$ cat src/rtl/instruction_fetch.sv
// ----------------------------------------------------------------------------
// instruction_fetch
//
// Fetch stage of the pipelined LEGv8 core. Owns the program counter, presents
// it as the word address to the instruction ROM, and captures the returned
// instruction into the IF/ID pipeline register for decode.
//
// Parameters:
//   ADDR_W   - PC / ROM word-address width
//   INSTR_W  - instruction width
//   RESET_PC - PC value after reset
//   PC_LIMIT - last fetchable word address; a PC above it stops fetching
//
// Ports:
//   clk           in   rising-edge clock
//   reset_n       in   asynchronous active-low reset
//   rom_addr      out  word address to the ROM (always equal to the PC)
//   rom_data      in   instruction returned combinationally for rom_addr
//   stall         in   hazard hold: PC, IF/ID and fetch_count keep their value
//   flush         in   squash IF/ID; the PC holds so its instruction is refetched
//   branch_taken  in   redirect the PC to branch_target this edge
//   branch_target in   word address to redirect to
//   if_id_instr   out  registered instruction for decode
//   if_id_pc      out  registered PC of if_id_instr
//   if_id_valid   out  1 = real fetched instruction, 0 = bubble
//   halted        out  PC is beyond PC_LIMIT (combinational from the PC)
//   fetch_count   out  saturating count of valid instructions latched into IF/ID
// ----------------------------------------------------------------------------
module instruction_fetch #(
    parameter int                 ADDR_W   = 16,
    parameter int                 INSTR_W  = 32,
    parameter logic [ADDR_W-1:0]  RESET_PC = 16'h0000,
    parameter logic [ADDR_W-1:0]  PC_LIMIT = 16'hFFFF
) (
    input  logic               clk,
    input  logic               reset_n,
    output logic [ADDR_W-1:0]  rom_addr,
    input  logic [INSTR_W-1:0] rom_data,
    input  logic               stall,
    input  logic               flush,
    input  logic               branch_taken,
    input  logic [ADDR_W-1:0]  branch_target,
    output logic [INSTR_W-1:0] if_id_instr,
    output logic [ADDR_W-1:0]  if_id_pc,
    output logic               if_id_valid,
    output logic               halted,
    output logic [31:0]        fetch_count
);

    // What the stage does on the coming edge, already resolved by priority.
    typedef enum logic [2:0] {
        ACT_FETCH  = 3'd0,
        ACT_BRANCH = 3'd1,
        ACT_FLUSH  = 3'd2,
        ACT_STALL  = 3'd3,
        ACT_HALT   = 3'd4
    } act_t;

    localparam logic [ADDR_W-1:0]  PC_ONE      = {{(ADDR_W-1){1'b0}}, 1'b1};
    localparam logic [INSTR_W-1:0] BUBBLE_INSTR = {INSTR_W{1'b0}};
    localparam logic [ADDR_W-1:0]  BUBBLE_PC    = {ADDR_W{1'b0}};

    // Saturating increment: the counter sticks at all-ones instead of wrapping.
    function automatic logic [31:0] sat_inc(input logic [31:0] value);
        logic [31:0] result;
        if (value == 32'hFFFF_FFFF) begin
            result = value;
        end else begin
            result = value + 32'd1;
        end
        return result;
    endfunction

    logic [ADDR_W-1:0]  pc_r;
    logic [INSTR_W-1:0] instr_r;
    logic [ADDR_W-1:0]  ifpc_r;
    logic               valid_r;
    logic [31:0]        count_r;

    act_t               act_s;
    logic               halted_s;
    logic [ADDR_W-1:0]  pc_next_s;
    logic [INSTR_W-1:0] instr_next_s;
    logic [ADDR_W-1:0]  ifpc_next_s;
    logic               valid_next_s;
    logic [31:0]        count_next_s;

    // The comparison is widened by one bit so it stays a real compare even
    // when PC_LIMIT is the all-ones address (halted can then never assert).
    assign halted_s = ({1'b0, pc_r} > {1'b0, PC_LIMIT});

    // Priority resolution: branch > flush > stall > halted > normal fetch.
    always_comb begin
        act_s = ACT_FETCH;
        if (branch_taken) begin
            act_s = ACT_BRANCH;
        end else if (flush) begin
            act_s = ACT_FLUSH;
        end else if (stall) begin
            act_s = ACT_STALL;
        end else if (halted_s) begin
            act_s = ACT_HALT;
        end else begin
            act_s = ACT_FETCH;
        end
    end

    // Next-state values of the PC, the IF/ID register and the fetch counter.
    always_comb begin
        pc_next_s    = pc_r;
        instr_next_s = instr_r;
        ifpc_next_s  = ifpc_r;
        valid_next_s = valid_r;
        count_next_s = count_r;
        case (act_s)
            ACT_BRANCH: begin
                // Redirect; whatever was being fetched this cycle is on the
                // wrong path, so decode sees exactly one bubble.
                pc_next_s    = branch_target;
                instr_next_s = BUBBLE_INSTR;
                ifpc_next_s  = BUBBLE_PC;
                valid_next_s = 1'b0;
            end
            ACT_FLUSH: begin
                // PC holds, so the squashed instruction is fetched again.
                instr_next_s = BUBBLE_INSTR;
                ifpc_next_s  = BUBBLE_PC;
                valid_next_s = 1'b0;
            end
            ACT_STALL: begin
                pc_next_s    = pc_r;
                instr_next_s = instr_r;
                ifpc_next_s  = ifpc_r;
                valid_next_s = valid_r;
            end
            ACT_HALT: begin
                instr_next_s = BUBBLE_INSTR;
                ifpc_next_s  = BUBBLE_PC;
                valid_next_s = 1'b0;
            end
            ACT_FETCH: begin
                // PC wraps modulo 2^ADDR_W; only reachable with an all-ones limit.
                pc_next_s    = pc_r + PC_ONE;
                instr_next_s = rom_data;
                ifpc_next_s  = pc_r;
                valid_next_s = 1'b1;
                count_next_s = sat_inc(count_r);
            end
            default: begin
                instr_next_s = BUBBLE_INSTR;
                ifpc_next_s  = BUBBLE_PC;
                valid_next_s = 1'b0;
            end
        endcase
    end

    // PC register.
    always_ff @(posedge clk or negedge reset_n) begin
        if (!reset_n) begin
            pc_r <= RESET_PC;
        end else begin
            pc_r <= pc_next_s;
        end
    end

    // IF/ID pipeline register.
    always_ff @(posedge clk or negedge reset_n) begin
        if (!reset_n) begin
            instr_r <= BUBBLE_INSTR;
            ifpc_r  <= BUBBLE_PC;
            valid_r <= 1'b0;
        end else begin
            instr_r <= instr_next_s;
            ifpc_r  <= ifpc_next_s;
            valid_r <= valid_next_s;
        end
    end

    // Count of valid instructions handed to decode.
    always_ff @(posedge clk or negedge reset_n) begin
        if (!reset_n) begin
            count_r <= 32'd0;
        end else begin
            count_r <= count_next_s;
        end
    end

    assign rom_addr    = pc_r;
    assign halted      = halted_s;
    assign if_id_instr = instr_r;
    assign if_id_pc    = ifpc_r;
    assign if_id_valid = valid_r;
    assign fetch_count = count_r;

endmodule

$ cat config.mk
export PLATFORM = sky130hd
export DESIGN_NAME = instruction_fetch
export DESIGN_NICKNAME = d
export VERILOG_FILES = /design/src/rtl/instruction_fetch.sv
export SDC_FILE = /design/constraint.sdc
export NUM_CORES = 1
export LEC_CHECK = 0
export BUFFER_PORTS_ARGS = -buffer_cell sky130_fd_sc_hd__buf_2
export CORE_UTILIZATION = 39
export DETAILED_ROUTE_END_ITERATION = 8
export GPL_TIMING_DRIVEN = 0
export PLACE_DENSITY = 0.67
export SYNTH_ARGS = -nofsm -noshare
export SYNTH_HDL_FRONTEND = slang
export SYNTH_SLANG_ARGS = --single-unit
$ cat constraint.sdc
create_clock -name clk -period 3 [get_ports clk]
set_input_delay 0.6 -clock clk [delete_from_list [all_inputs] [get_ports clk]]
set_output_delay 0.6 -clock clk [all_outputs]
set_load 0.02 [all_outputs]
==> results.toml <==
[run_status]
status = "complete, but fails checks"
violations = "design-rule violations"

[finish]
area_delta_synth_final_pct = 27.7
final_util = 0.509
drive_gt1_frac = 0.325
diodes = 0
nNetsFinal = 568

[placement]
pre_cts_slack_ns = 0.290
routabilityCongestion = 0.772
dp_hpwl_mm = 7.31
io_buffers = 148

[synth]
synthTopCellsByArea = "dfrtp_1 59%, a22o_1 9.8%, xnor2_1 6.2%"
synth_top_area_frac = 0.592
synth_edf_count = 0
async_flop_share = 1.00
synthCells = 353
ys_warn_count = 0
synth_largest_area_cell = "dfrtp_1"
seq_area_frac_synth = 0.592
syn-cell-area_um2 = 4100
ys_ff_latch = 97
synthFlopType = "dfrtp_1"
synthTopCellsByCount = "97 x dfrtp_1, 46 x a22o_1, 38 x nand2_1"
syn_avg_cell_area_um2 = 11.6
synth_cell_types = 35
synth.most_common_cell = "dfrtp_1"
syn_nets = 408

[clocking]
path_clk_slew_ns = 0.09
cts_tree = "yes"
worstSkewPairLatency_ns = 0.36
cts_root_buf = "clkbuf_8"
clk_path_buf_depth = 2
cts_max_level = 3
hold_buffers = 0
post_cts_buffers = 0
cts_made_buffers = 9
ctsResizeCount = 0
cts_sinks = 97

[sta]
rsz0062_at_grt = "no"
tightest_slew_ns = 0.729
period_minus_slack_ns = 2.58
fin_crit_sh = 0.861
fin_skew_ns = 0.00949
setup_tns_ns = 0
fin_ws_ns = 0.417
fmax_mhz = 387
drv_slew = 0
fin_hold_ws_ns = 0.147
relSlewSlack = 0.509
hold_viol = 0
finalSetupViolations = 0

[power]
swShare = 0.287
peakVddDrop_v = 0.000314
p_per_area_nw_per_um2 = 521
combPwrFrac = 0.153
power_leakage_nw = 2.65
p_int_mw = 1.95
p_sw_uw = 784
power_frac_seq = 0.539
power_frac_clock = 0.308

[setup_path]
start_kind = "flip-flop"
critPathRequiredTime_ns = 3.25
critPathMaxFanout = 10
worstSetupPathType = "flip-flop to flip-flop"
cp-end-kind = "flip-flop"
r2r_start = "fetch_count[0]$_DFFE_PN0P_"
rr_endpoint = "fetch_count[19]$_DFFE_PN0P_"
r2r_slack_ns = 0.42
crit_end = "fetch_count[19]$_DFFE_PN0P_"
cp.arrival_ns = 2.83
crit_start = "fetch_count[0]$_DFFE_PN0P_"
reg2regPathDepth = 8

[floorplanning]
fp.dieW_um = 105
dieHeight_um = 105
io_pins = 151
row_count = 37
dieArea_um2 = 10900
initial_core_util = 0.399
core-area_um2 = 10300

[drt]
drc = 2
drt-initial-drc-count = 184
wl_per_cell_um = 15.4
drt_wl_total_mm = 10.0
vias_per_cell = 5.11
ant_nets = 0
dr.pass1.iters = 6
vias = 3336

[global_route]
track_usage = 0.193
grt_pass1_vias = 3152
grt_max_degree = 74
grt-ovfl-total = 0
grt_pass1_wl_mm = 16.6
antenna_found_initial = 0

[flow_run]
maxCapViolations = 0

[worst_hold_path]
hp-class = "input port to asynchronous set/reset pin"
[placed cells by master (no fill, tap or decap), drive strengths merged]
cell and instances:
a31oi 1, nand2b 1, nor3b 1, clkbuf 24, and4 3, a22o 46
and2 3, clkinv 1, nor4 6, and4b 1, nand3 19, bufinv 1
clkinvlp 2, buf 155, xnor2 29, or4 3, or3 2, nor3 9
xor2 16, and3 5, mux2 1, inv 3, nand2 38, nor2 6
nand4bb 1, ha 2, o21ai 19, a211oi 1, nand4 17, conb 1
dfrtp 97, mux2i 1, or3b 2
[final cells by class]
class	count	area [um^2]
Buffer	19	83.8
Clock buffer	11	141
Clock inverter	4	53.8
Fill cell	971	5040
Inverter	3	11.3
Multi-Input combinational cell	234	1580
Sequential cell	97	2430
Tap cell	136	170
Timing Repair Buffer	149	771
[power groups by stage]
stage                     Sequential (mW)  Clock, mW  Combinational (mW)
final                                1.47      0.841               0.416
after global routing                 1.49      0.917               0.455
after CTS                            1.47      0.874               0.424
after detailed placement             1.50          0               0.422
after global placement               1.50          0               0.410
after floorplan                      1.58          0               0.134
[per-layer routing]
metal	share of wire	vias up	global-route usage
met5	0	-	0
met4	0.017	0	0.0765
met3	0.044	11	0.0268
met2	0.46	102	0.287
met1	0.48	1622	0.286
li1	-	1601	-
[state kept, by name (all words and copies together) (netlist names)]
register     count
rom_addr        16
if_id_pc        16
if_id_valid      1
if_id_instr     32
fetch_count     32
[through the flow]
stage / std cells / instance area, um^2 / power, mW
final: 653 / 5240 / 2.73
after global routing: 653 / 5240 / 2.86
after CTS: 653 / 5240 / 2.77
after floorplan: 353 / 4100 / 1.72
after detailed placement: 638 / 5040 / 1.92
after global placement: 637 / 5010 / 1.91
[cells by family after synthesis]
logic type,synth area share
AOI/OAI and AO/OA,0.126
xor gates and xnor gates,0.0961
adders and majority gates,0.00610
buffers and inverters,0.0232
DFF,0.592
muxes,0.00519
other,0.000915
and+or+nand+nor,0.150
[critical path: stages, from the launching register on]
cell and delay (ns):
dfrtp_1 0.42, ha_1 0.24, and4_1 0.27, and4_1 0.22
clkbuf_1 0.24, a31oi_1 0.29, clkbuf_1 0.45, nand3_1 0.17
xnor2_1 0.18
[how the worst min path moves through the flow]
stage                                  end  slack (ns)  depth (start not counted)
3_3_place_gp       if_id_valid$_DFFE_PN0P_        0.46                          2
5_1_grt        fetch_count[17]$_DFFE_PN0P_        0.16                          1
2_1_floorplan   fetch_count[0]$_DFFE_PN0P_        0.30                          0
6_report       fetch_count[17]$_DFFE_PN0P_        0.15                          1
3_5_place_dp       if_id_valid$_DFFE_PN0P_        0.46                          2
4_1_cts        fetch_count[17]$_DFFE_PN0P_        0.14                          1
(Power assumes the default switching activity.)
